$ cat src/rtl/opc_trace_pkg.sv
// Shared types and default sizing for the microcode PC trace controller.
package opc_trace_pkg;

  localparam int unsigned DefaultDepth = 8;
  localparam int unsigned DefaultPcW   = 14;

  typedef enum logic [1:0] {
    StIdle,
    StArmed,
    StPost,
    StFrozen
  } trace_state_e;

endpackage

$ cat src/rtl/opc_trace_ctrl_if.sv
// Capture, trigger and readback signals of the PC trace controller.
interface opc_trace_ctrl_if
  import opc_trace_pkg::*;
#(
  parameter int unsigned DEPTH = DefaultDepth,
  parameter int unsigned PC_W  = DefaultPcW
);
  localparam int unsigned AW = $clog2(DEPTH);

  logic [PC_W-1:0] pc;
  logic            state_fetch;
  logic            opcclk;
  logic            opcinh;
  logic            arm;
  logic            disarm;
  logic [PC_W-1:0] trig_pc;
  logic [AW-1:0]   post_cnt;
  logic            rd_req;
  logic [AW-1:0]   rd_idx;
  logic [PC_W-1:0] opc;
  logic            rd_ack;
  logic [PC_W-1:0] rd_data;
  logic [AW:0]     count;
  logic            frozen;

  modport master (
    output pc, state_fetch, opcclk, opcinh, arm, disarm, trig_pc, post_cnt, rd_req, rd_idx,
    input  opc, rd_ack, rd_data, count, frozen
  );

  modport slave (
    input  pc, state_fetch, opcclk, opcinh, arm, disarm, trig_pc, post_cnt, rd_req, rd_idx,
    output opc, rd_ack, rd_data, count, frozen
  );

endinterface

$ cat src/rtl/opc_trace_ram.sv
// PC history storage: one synchronous write port, one read-first synchronous read port.
module opc_trace_ram #(
  parameter int unsigned DEPTH = 8,
  parameter int unsigned PC_W  = 14
) (
  input  logic                     clk,
  input  logic                     we,
  input  logic [$clog2(DEPTH)-1:0] waddr,
  input  logic [PC_W-1:0]          wdata,
  input  logic                     re,
  input  logic [$clog2(DEPTH)-1:0] raddr,
  output logic [PC_W-1:0]          rdata
);

  logic [PC_W-1:0] mem [DEPTH];

  // Storage is deliberately not reset; the controller's count qualifies entries.
  always_ff @(posedge clk) begin
    if (we) mem[waddr] <= wdata;
    if (re) rdata <= mem[raddr];
  end

endmodule

$ cat src/rtl/opc_trace_ctrl.sv
// Microcode PC trace buffer with arm/trigger/post-count freeze and aged readback.
module opc_trace_ctrl
  import opc_trace_pkg::*;
#(
  parameter int unsigned DEPTH = DefaultDepth,
  parameter int unsigned PC_W  = DefaultPcW
) (
  input  logic           clk,
  input  logic           reset,
  opc_trace_ctrl_if.slave bus
);

  localparam int unsigned AW = $clog2(DEPTH);
  localparam int unsigned CW = AW + 1;
  localparam logic [CW-1:0] Full = CW'(DEPTH);

  trace_state_e    state_q;
  logic [PC_W-1:0] opc_q;
  logic [AW-1:0]   wr_ptr_q;
  logic [CW-1:0]   count_q;
  logic [AW-1:0]   remaining_q;
  logic            frozen_q;
  logic            rd_ack_q;
  logic            rd_hit_q;

  logic            save;
  logic            capture;
  logic            trig_hit;
  logic [AW-1:0]   rd_addr;
  logic [PC_W-1:0] ram_rdata;

  assign save     = (bus.state_fetch | bus.opcclk) & ~bus.opcinh;
  assign capture  = save && (state_q != StFrozen);
  assign trig_hit = save && (bus.pc == bus.trig_pc);
  // Age 0 is the entry just behind the write pointer.
  assign rd_addr  = wr_ptr_q - AW'(1) - bus.rd_idx;

  opc_trace_ram #(
    .DEPTH (DEPTH),
    .PC_W  (PC_W)
  ) u_ram (
    .clk   (clk),
    .we    (capture),
    .waddr (wr_ptr_q),
    .wdata (bus.pc),
    .re    (bus.rd_req),
    .raddr (rd_addr),
    .rdata (ram_rdata)
  );

  always_ff @(posedge clk) begin
    if (reset) begin
      state_q     <= StIdle;
      opc_q       <= '0;
      wr_ptr_q    <= '0;
      count_q     <= '0;
      remaining_q <= '0;
      frozen_q    <= 1'b0;
    end else begin
      if (capture) begin
        opc_q    <= bus.pc;
        wr_ptr_q <= wr_ptr_q + AW'(1);
        if (count_q != Full) count_q <= count_q + CW'(1);
      end
      if (bus.disarm) begin
        state_q     <= StIdle;
        remaining_q <= '0;
        frozen_q    <= 1'b0;
      end else begin
        unique case (state_q)
          StIdle: begin
            if (bus.arm) state_q <= StArmed;
          end
          StArmed: begin
            if (trig_hit) begin
              if (bus.post_cnt == '0) begin
                state_q  <= StFrozen;
                frozen_q <= 1'b1;
              end else begin
                state_q     <= StPost;
                remaining_q <= bus.post_cnt;
              end
            end
          end
          StPost: begin
            if (save) begin
              remaining_q <= remaining_q - AW'(1);
              if (remaining_q == AW'(1)) begin
                state_q  <= StFrozen;
                frozen_q <= 1'b1;
              end
            end
          end
          StFrozen: begin
            if (bus.arm) begin
              state_q  <= StArmed;
              frozen_q <= 1'b0;
            end
          end
        endcase
      end
    end
  end

  // Hit flag only moves with a request, so rd_data holds between acks.
  always_ff @(posedge clk) begin
    if (reset) begin
      rd_ack_q <= 1'b0;
      rd_hit_q <= 1'b0;
    end else begin
      rd_ack_q <= bus.rd_req;
      if (bus.rd_req) rd_hit_q <= ({1'b0, bus.rd_idx} < count_q);
    end
  end

  assign bus.opc     = opc_q;
  assign bus.count   = count_q;
  assign bus.frozen  = frozen_q;
  assign bus.rd_ack  = rd_ack_q;
  assign bus.rd_data = rd_hit_q ? ram_rdata : '0;

endmodule

$ cat src/flat_wrapper.sv
// flat-port wrapper written by rule: the top's interface ports become plain ports
module opc_trace_ctrl_flat import opc_trace_pkg::*;
#(
  parameter int unsigned DEPTH = DefaultDepth,
  parameter int unsigned PC_W  = DefaultPcW
)
  (clk, reset, bus_pc, bus_state_fetch, bus_opcclk, bus_opcinh, bus_arm, bus_disarm, bus_trig_pc, bus_post_cnt, bus_rd_req, bus_rd_idx, bus_opc, bus_rd_ack, bus_rd_data, bus_count, bus_frozen);
  opc_trace_ctrl_if #(.DEPTH(DEPTH), .PC_W(PC_W)) bus_i ();
  input  logic clk;
  input  logic reset;
  input wire logic [$bits(bus_i.pc)-1:0] bus_pc;
  input wire logic [$bits(bus_i.state_fetch)-1:0] bus_state_fetch;
  input wire logic [$bits(bus_i.opcclk)-1:0] bus_opcclk;
  input wire logic [$bits(bus_i.opcinh)-1:0] bus_opcinh;
  input wire logic [$bits(bus_i.arm)-1:0] bus_arm;
  input wire logic [$bits(bus_i.disarm)-1:0] bus_disarm;
  input wire logic [$bits(bus_i.trig_pc)-1:0] bus_trig_pc;
  input wire logic [$bits(bus_i.post_cnt)-1:0] bus_post_cnt;
  input wire logic [$bits(bus_i.rd_req)-1:0] bus_rd_req;
  input wire logic [$bits(bus_i.rd_idx)-1:0] bus_rd_idx;
  output wire logic [$bits(bus_i.opc)-1:0] bus_opc;
  output wire logic [$bits(bus_i.rd_ack)-1:0] bus_rd_ack;
  output wire logic [$bits(bus_i.rd_data)-1:0] bus_rd_data;
  output wire logic [$bits(bus_i.count)-1:0] bus_count;
  output wire logic [$bits(bus_i.frozen)-1:0] bus_frozen;
  assign bus_i.pc = bus_pc;
  assign bus_i.state_fetch = bus_state_fetch;
  assign bus_i.opcclk = bus_opcclk;
  assign bus_i.opcinh = bus_opcinh;
  assign bus_i.arm = bus_arm;
  assign bus_i.disarm = bus_disarm;
  assign bus_i.trig_pc = bus_trig_pc;
  assign bus_i.post_cnt = bus_post_cnt;
  assign bus_i.rd_req = bus_rd_req;
  assign bus_i.rd_idx = bus_rd_idx;
  assign bus_opc = bus_i.opc;
  assign bus_rd_ack = bus_i.rd_ack;
  assign bus_rd_data = bus_i.rd_data;
  assign bus_count = bus_i.count;
  assign bus_frozen = bus_i.frozen;
  opc_trace_ctrl #(.DEPTH(DEPTH), .PC_W(PC_W)) u_core (.clk(clk), .reset(reset), .bus(bus_i));
endmodule
$ cat config.mk
export PLATFORM = sky130hd
export DESIGN_NAME = opc_trace_ctrl_flat
export DESIGN_NICKNAME = d
export VERILOG_FILES = /design/src/rtl/opc_trace_pkg.sv /design/src/rtl/opc_trace_ctrl_if.sv /design/src/rtl/opc_trace_ram.sv /design/src/rtl/opc_trace_ctrl.sv /design/src/flat_wrapper.sv
export SDC_FILE = /design/constraint.sdc
export NUM_CORES = 1
export LEC_CHECK = 0
export CORE_AREA = 2 2 145 90
export DETAILED_ROUTE_END_ITERATION = 6
export DIE_AREA = 0 0 147 92
export PLACE_DENSITY = 0.77
export REMOVE_ABC_BUFFERS = 1
export SLEW_MARGIN = 25
export SYNTH_ARGS = -nofsm -noshare
export SYNTH_HDL_FRONTEND = slang
export SYNTH_HIERARCHICAL = 1
export SYNTH_SLANG_ARGS = --single-unit
$ cat constraint.sdc
create_clock -name clk -period 5 [get_ports clk]
set_input_delay 0.75 -clock clk [delete_from_list [all_inputs] [get_ports clk]]
set_output_delay 0.75 -clock clk [all_outputs]
set_load 0.01 [all_outputs]
==> summary.md <==
| Metric | Value |
|---|---|
| Final min period | `3.806 ns` |
| Vias/cell | `5.689` |
| Initial core utilization | `52.93%` |
| Via count | `3829` |
| ANT cells | `0` |
| Maximum vdd drop | `0.0002404 V` |
| Fmax | `0.2628 GHz` |
| Die footprint | `13520 µm²` |
| Final wirelength | `14230 µm` |
| Hold Crit Start | `u_core/bus.opc[12]` |
| Worst setup SP type | `primary input` |
| Pleak | `2.819 nW` |
| NetSw | `0.0006740 W` |
| Comb pwr share | `11.4%` |
| CP endpoint kind | `register` |
| Reg2reg setup slack | `1.52 ns` |
| Worst r2r src | `u_core/state_q[1]` |
| Layout Nets | `544` |
| First-iteration detailed-routing DRC count | `344` |
| Slowest-stage cell, CP | `inv_2` |
| Critical path's top delay family | `buffers and inverters` |
| Internal | `0.002360 W` |
| Cell mode on critical path | `nand2b_1` |
| Setup-failing EPs final | `0` |
| Drt wl/cell | `21.14 µm` |
| Switch share | `22.22%` |
| DP Area | `7525 µm²` |
| I/O Buffers | `75` |
| Crit path setup slack, layout | `1.194 ns` |
| Slowest Stage Delay on Critical Path | `0.66 ns` |
| Post-CTS Setup Inserts | `0` |
| Outcome | `finished, final reports clean` |
| # hold bufs at CTS | `0` |
| Clk_lat worst skew | `0.42 ns` |
| Total Power | `0.003034 W` |
| Placed cells | `641` |
| Vias in the first global route | `3825` |
| Design area | `8075 µm²` |
| Critical path type | `primary input to register` |
| Relative slew slack | `31.94%` |
| Die Y-Extent | `92 µm` |
| Largest net degree at the start of global routing | `29` |
| Tightest Hold Check Type | `register to register` |
| Gpl congestion | `0.8342` |
| Pwr dens | `375.7 nW/µm²` |
| Synth Register Bits | `155` |
| R2R depth | `6` |
| Reg power frac | `48.6%` |
| Buf+Inv Stages, Crit Path | `3` |
| Crit path cell chain | `clkdlybuf4s50_1, o21ba_2, nand2b_1, inv_2, nand2b_1, nor3_2, buf_4` |
| WP data arrival | `3.92 ns` |
| Congestion Overflow GR | `0` |
| Cell Count, Final, Fillers Out | `673` |
| Mapped Avg Cell Area | `16.38 µm²` |
| Critical Path RT | `5.12 ns` |
| EDFF count, synth | `126` |
| Final HPWL from detailed placement | `8537 µm` |
| H-tree depth reported by CTS | `4` |
| Syn-to-layout area delta | `22.91%` |
| Crit-path max FO | `20` |
| Placement Setup Slack | `0.7729 ns` |
| Drt pass-1 iters | `5` |
| Seq/Total Area, Yosys | `66.43%` |
| Core Box Area | `12410 µm²` |
| Layout cell share with drive strength beyond 1 | `13.12%` |
| Die width | `147 µm` |
| Clk slew on worst S/H paths | `0.06 ns` |
| RSZ-0062 raised after global routing | `no` |
| Final hold violation count | `0` |
| GRT Total Usage | `22.36%` |
| CTS tree | `done` |
| Area of the mapped netlist | `6570 µm²` |
| CTS resizes | `0` |
| # IOs | `76` |
| Main synth FF type | `edfxtp_1` |
| TritonCTS Buffers | `17` |
| Setup TNS | `0 ns` |
| Max-slew violation count | `0` |
| DRT antenna net count | `0` |
| Worst path depth | `7` |
| Max-cap viol count | `0` |
| Slew @ Worst Pin | `1.018 ns` |
| Worst R2R End | `u_core/u_ram/mem[0][3]` |
| Clk buf depth | `2` |
| Clock skew | `0.007462 ns` |
| Yosys Warn Count | `6` |
| Num rows | `32` |
| First-pass GRT wire length | `21670 µm` |
| Setup crit start | `bus_opcclk` |
| CP endpoint | `u_core/u_ram/mem[0][3]` |
| Root Driver | `clkbuf_16` |
| Clock Sinks | `155` |
| Async SR Flop Fraction | `0%` |
| DRC viols | `0` |
| Synth Instances | `401` |
| Clock power share | `39.9%` |
| Period utilization | `76.11%` |
| Synth unique cells | `44` |
| Initial antenna violation count | `0` |
## flip-flops by register name, summed over array words and instances (netlist names)
name	flops
u_core/state_q	2
u_core/wr_ptr_q	3
u_core/rd_hit_q	1
u_core/bus.rd_ack	1
u_core/bus.frozen	1
u_core/bus.count	4
u_core/bus.opc	14
u_core/u_ram/mem	112
u_core/remaining_q	3
u_core/u_ram/rdata	14
## cell usage in the layout (no fill, tap or decap), types with 6 or more instances in the layout
cell | netlist | routed
edfxtp_1 | 126 | 126
xor2_1 | 17 | 17
clkbuf_16 | 0 | 17
a21oi_1 | 19 | 19
nand2_1 | 41 | 41
inv_1 | 13 | 13
nor2_1 | 16 | 16
o21ai_0 | 6 | 6
and2_1 | 14 | 14
dfxtp_1 | 29 | 29
ha_1 | 11 | 11
clkbuf_1 | 6 | 6
mux4_1 | 25 | 25
clkdlybuf4s50_1 | 0 | 75
buf_4 | 0 | 11
mux2_2 | 14 | 14
nand2b_1 | 6 | 6
## worst min path at each step
stage | end | slack (ns) | cells after the start
5_1_grt | u_core/bus.opc[6] | 0.48 | 2
3_5_place_dp | u_core/bus.opc[12] | 0.45 | 2
3_3_place_gp | u_core/bus.opc[13] | 0.44 | 2
2_1_floorplan | u_core/state_q[0] | 0.47 | 2
6_report | u_core/bus.opc[12] | 0.46 | 2
4_1_cts | u_core/bus.opc[12] | 0.46 | 2
## layout make-up
| cell class | count | area [µm²] |
|---|---|---|
| Tap cell | 170 | 212.7 |
| Timing Repair Buffer | 86 | 833.3 |
| Fill cell | 854 | 4337 |
| Inverter | 14 | 52.55 |
| Clock buffer | 23 | 447.9 |
| Clock inverter | 9 | 102.6 |
| Multi-Input combinational cell | 216 | 2062 |
| Sequential cell | 155 | 4364 |
## logic make-up (layout without fill, tap and decap cells)
logic type	count (synthesis)	after routing	share of synthesized area, %
mux	44	44	13.73
simple gates	95	95	7.675
xor+xnor	21	21	2.799
buf+inv	30	132	2.456
fa+ha+maj	12	12	2.400
compound gates	44	44	4.513
flops	155	155	66.43
## stage by stage
stage / hold WS, ns / utilization [%]
after floorplan: 0.4688 / -
after global placement: 0.4429 / 60.62
after detailed placement: 0.4515 / 60.62
after CTS: 0.4630 / 65.06
after global routing: 0.4796 / 65.06
final: 0.4591 / 65.06
## tightest hold or removal path: cells and delay by family, from the launching register on
kind             cells  cell delay [ns]
flip-flops           1             0.31
AND/OR/NAND/NOR      1             0.05
AO/OA/AOI/OAI        1             0.05
## power by group through the flow
stage	logic, W	clock network [W]	registers, W
after global placement	0.000334	0	0.00150
final	0.000347	0.00121	0.00148
after global routing	0.000373	0.00128	0.00148
after detailed placement	0.000346	0	0.00150
after CTS	0.000350	0.00123	0.00148
after floorplan	0.000197	0	0.00150
## metal layers
metal	wire length (µm)	global-route usage (%)
met5	0	0
met4	157	5.929
met3	1222	7.313
met2	6468	34.43
met1	6383	31.19
## synthesized netlist by cell type (3+ instances only)
master,n,share of area [%]
xnor2_1,4,0.53
nor3_1,5,0.38
nand2b_1,6,0.57
buf_2,3,0.23
nor4_4,3,0.97
a21oi_1,19,1.4
nand3_1,3,0.23
mux4_1,25,10
nor2_1,16,0.91
mux4_2,3,1.0
buf_6,6,1.0
o21ai_0,6,0.46
nand2_1,41,2.3
xor2_1,17,2.3
mux2_2,14,2.4
edfxtp_1,126,58
ha_1,11,2.1
and2_1,14,1.3
clkbuf_1,6,0.34
dfxtp_1,29,8.8
inv_1,13,0.74
Power figures use the tool's default switching activity.
==> variant 1 (config.mk and constraints unchanged) <==
Reset style: asynchronous (`reset`), changed in 2 clocked blocks. Comments in the files are not updated.
--- a/src/rtl/opc_trace_ctrl.sv
+++ b/src/rtl/opc_trace_ctrl.sv
@@ -48,7 +48,7 @@
     .rdata (ram_rdata)
   );
 
-  always_ff @(posedge clk) begin
+  always_ff @(posedge clk or posedge reset) begin
     if (reset) begin
       state_q     <= StIdle;
       opc_q       <= '0;
@@ -103,7 +103,7 @@
   end
 
   // Hit flag only moves with a request, so rd_data holds between acks.
-  always_ff @(posedge clk) begin
+  always_ff @(posedge clk or posedge reset) begin
     if (reset) begin
       rd_ack_q <= 1'b0;
       rd_hit_q <= 1'b0;
Check against the original RTL: differs if reset is asserted again (counterexample within 4 cycles, from zero or initial values and one cycle with reset high); with reset held inactive, the same outputs for 4 cycles.
==> variant 1 against the original RTL <==
- die area stayed put
- sequential cell count unchanged
- synthesized area is 0.17% lower
- cell area increased by 0.64%
- setup slack gained 0.72 ns
- routed wire length decreased by 10%
- synthesized cell count decreased by 12%
- maximum frequency up 23%
- sequential share of layout area up 1.4 points
Power is not compared: it rests on default switching activity, and its combinational part moved more than twofold at a synthesized area within 25%.
==> variant 1: results (changes against the original RTL) <==
{| class="wikitable"
! Metric !! Value
|-
| Async set or reset register ratio after synthesis || 0.187 (+0.187)
|-
| Met3 WL || 638 um (-48%)
|-
| Final RePlAce weighted congestion || 0.725 (-13%)
|-
| Number of distinct library cell variants in the gate-level netlist after synthesis || 42 (-4.5%)
|-
| Nets || 498 (-8.5%)
|-
| Worst hold slack after final layout || 0.503 ns (+0.0436 ns)
|-
| FF/Latch Area || 4510 um^2 (+3.3%)
|-
| Worst path arrival time || 3.25 ns (-0.67 ns)
|-
| DP Wirelength || 8160 um (-4.4%)
|-
| Synthesized-area fraction occupied by adder cells || 0.0259 (+0.00195)
|-
| Slew Limit Headroom || 0.331 (+0.0114)
|-
| Hold worst-path end || u_core/remaining_q[1]$_DFFE_PP0P_
|-
| Nonclk buf count || 83 (-3.5%)
|-
| Crit-path max cell delay || 0.48 ns (-0.18 ns)
|-
| Met1 Use GR || 0.286 (-0.0254)
|-
| Amount of wire on met2 after detailed routing || 6250 um (-3.3%)
|-
| Wire length of the first global-routing pass || 19700 um (-9.1%)
|-
| Critical Path Fanout Max || 28 (+40%)
|-
| Worst R2R End || u_core/u_ram/mem[6][11]$_DFFE_PP_
|-
| Via count of the first global-routing pass || 3499 (-8.5%)
|-
| Post-synthesis compound-gate area fraction || 0.0250 (-0.0201)
|-
| Delay-heaviest family, CP || buffers and inverters
|-
| Pin count of the biggest net entering global routing || 30 (+3.4%)
|-
| Via total after detailed routing || 3413 (-11%)
|-
| Max Clock Skew || 0.00901 ns (+0.00155 ns)
|-
| Number of DRC markers after the initial detailed-route iteration || 261 (-24%)
|-
| Critical path destination || u_core/u_ram/rdata[12]$_DFFE_PP_
|-
| Multi-Input Combinational || 174 (-19%)
|-
| Non-Clock Inverter Count || 12 (-2)
|-
| First-pass DRT Iterations || 4 (-1)
|-
| Fraction of final layout cells sized beyond drive strength 1 || 0.189 (+0.0574)
|-
| Worst reg-to-reg setup slack || 2.25 ns (+0.73 ns)
|-
| Gr usage total || 0.202 (-0.0213)
|-
| Met1 wire length || 5780 um (-9.4%)
|-
| Number of fillers in the final layout || 848 (-0.70%)
|-
| Critical hold path startpoint || u_core/remaining_q[1]$_DFFE_PP0P_
|-
| Layout sequential cell count || 155 (unchanged)
|-
| Fraction of met2 tracks used by global routing || 0.316 (-0.0286)
|-
| Result of the run || finished clean
|-
| Final-layout clock buffer total || 20 (-13%)
|-
| CP max-delay cell || sky130_fd_sc_hd__clkdlybuf4s50_1
|-
| Leading post-synthesis cells by instance count || sky130_fd_sc_hd__edfxtp_1 (126), sky130_fd_sc_hd__mux2_2 (30), sky130_fd_sc_hd__dfrtp_1 (29)
|-
| Fraction of the yosys area taken by sequential cells || 0.688 (+0.0233)
|}
-- variant 1: cell count changes after synthesis, sizes merged, moves of 4 or more --
cell / before / now
buf: 10 / 6
a21oi: 19 / 4
nor2: 16 / 12
dfrtp: 0 / 29
mux2: 14 / 31
nand2: 41 / 12
dfxtp: 29 / 0
-- variant 1: worst min-delay path, delay by kind of cell, from the launching register on --
kind,cells,cell delay [ns]
flops,1,0.35
simple gates,1,0.05
compound gates,1,0.07
-- variant 1: power breakdown --
group	total, mW	internal (mW)	leakage [nW]	switching (mW)
Clock	1.27	0.793	0.278	0.476
Sequential	1.84	1.70	1.50	0.143
Combinational	1.53	0.837	1.14	0.696
-- variant 1: through the flow --
step | std cells | util
detailed placement | 594 | 0.606
floorplan | 341 | -
finish | 626 | 0.655
global route | 626 | 0.655
CTS | 626 | 0.654
global placement | 594 | 0.606
==> variant 2 (config.mk and constraints unchanged) <==
Without the edit above. `DefaultPcW`: 14 -> 13.
--- a/src/rtl/opc_trace_pkg.sv
+++ b/src/rtl/opc_trace_pkg.sv
@@ -2,7 +2,7 @@
 package opc_trace_pkg;
 
   localparam int unsigned DefaultDepth = 8;
-  localparam int unsigned DefaultPcW   = 14;
+  localparam int unsigned DefaultPcW   = 13;
 
   typedef enum logic [1:0] {
     StIdle,
Interface: changed (resized bus_opc, bus_pc, bus_rd_data and bus_trig_pc); port bits go from 76 to 72. No check against the original RTL was run, so the function may have changed too.
==> variant 2 against the original RTL <==
- synthesized area down 7.3%
- count of clock-buffer cells in the layout fell by 5
- power down 0.78%
- final cell count is 4.3% lower
- routed wire length fell by 13%
- setup slack gained 0.74 ns
- cell area shrank 5.6%
- sequential share of layout area decreased by 0.61 points
- core utilization down 3.6 points
- clock power increased by 8%
- sequential cell count down 10
- via count shrank 11%
- largest cell class unchanged
==> variant 2: results (changes against the original RTL) <==
{| class="wikitable"
! Metric !! Value
|-
| Result of the run || finished clean
|-
| Synthesized-area fraction occupied by adder cells || 0.0259 (+0.00189)
|-
| Cells after Synth || 376 (-6.2%)
|-
| LEAKAGE || 2.64 nW (-6.5%)
|-
| Critical hold path startpoint || u_core/bus.opc[4]$_SDFFE_PP0P_
|-
| Nets || 513 (-5.7%)
|-
| Combinational share of power || 0.108 (-0.006)
|-
| Worst reg2reg path startpoint || u_core/wr_ptr_q[0]$_SDFFE_PP0P_
|-
| Number of standard cells in the final layout excluding fillers || 644 (-4.3%)
|-
| Share of synthesized area spent on multiplexers || 0.138 (+0.000943)
|-
| Pin count of the biggest net entering global routing || 27 (-6.9%)
|-
| Post-synthesis compound-gate area fraction || 0.0401 (-0.00508)
|-
| Wire length of the first global-routing pass || 19700 um (-9.2%)
|-
| Number of cells on the worst reg-to-reg path || 7 (+1)
|-
| Number of DRC markers after the initial detailed-route iteration || 241 (-30%)
|-
| Number of fillers in the final layout || 913 (+6.9%)
|-
| Worst supply voltage drop on vdd || 0.274 mV (+14%)
|-
| Fraction of final layout cells sized beyond drive strength 1 || 0.143 (+0.0122)
|-
| Max Clock Skew || 0.0100 ns (+0.00254 ns)
|-
| Number of I/O port buffers || 71 (-5.3%)
|-
| Number of enable-type register cells in the synthesized netlist || 117 (-7.1%)
|-
| Hold worst-path end || u_core/bus.opc[4]$_SDFFE_PP0P_
|-
| Worst reg-to-reg setup slack || 2.37 ns (+0.85 ns)
|-
| Cell total after placement || 612 (-4.5%)
|-
| Gr usage total || 0.200 (-0.0237)
|-
| First-pass DRT Iterations || 4 (-1)
|-
| Achievable frequency || 326 MHz (+24%)
|-
| Met3 WL || 858 um (-30%)
|-
| P_sw || 650 uW (-3.6%)
|-
| Reported combinational group power || 324 uW (-6.6%)
|-
| Leading post-synthesis cells by instance count || sky130_fd_sc_hd__edfxtp_1 (117), sky130_fd_sc_hd__nand2_1 (39), sky130_fd_sc_hd__dfxtp_1 (28)
|-
| Via total after detailed routing || 3399 (-11%)
|}
==> variant 2: final cells by class <==
type | instances | share of cell area
flip-flops and latches | 145 | 0.534
multi-input cells | 202 | 0.246
repair buffers | 82 | 0.104
clock buffers | 18 | 0.0563
well taps | 170 | 0.0279
clock inverters | 14 | 0.0249
inverters | 13 | 0.00640
==> variant 2: worst register-to-register path: stages, from the launching register on <==
cell and delay [ns]:
sky130_fd_sc_hd__dfxtp_1 0.39, sky130_fd_sc_hd__ha_1 0.24, sky130_fd_sc_hd__fa_1 0.38, sky130_fd_sc_hd__xor2_1 0.23
sky130_fd_sc_hd__xnor2_2 0.14, sky130_fd_sc_hd__buf_4 0.35, sky130_fd_sc_hd__mux4_1 0.38, sky130_fd_sc_hd__mux2_2 0.28
==> variant 2: metal layers <==
metal / vias up / track usage
met2: 119 / 0.301
met3: 12 / 0.0517
met5: - / 0
met1: 1665 / 0.287
li1: 1603 / -
met4: 0 / 0.0681
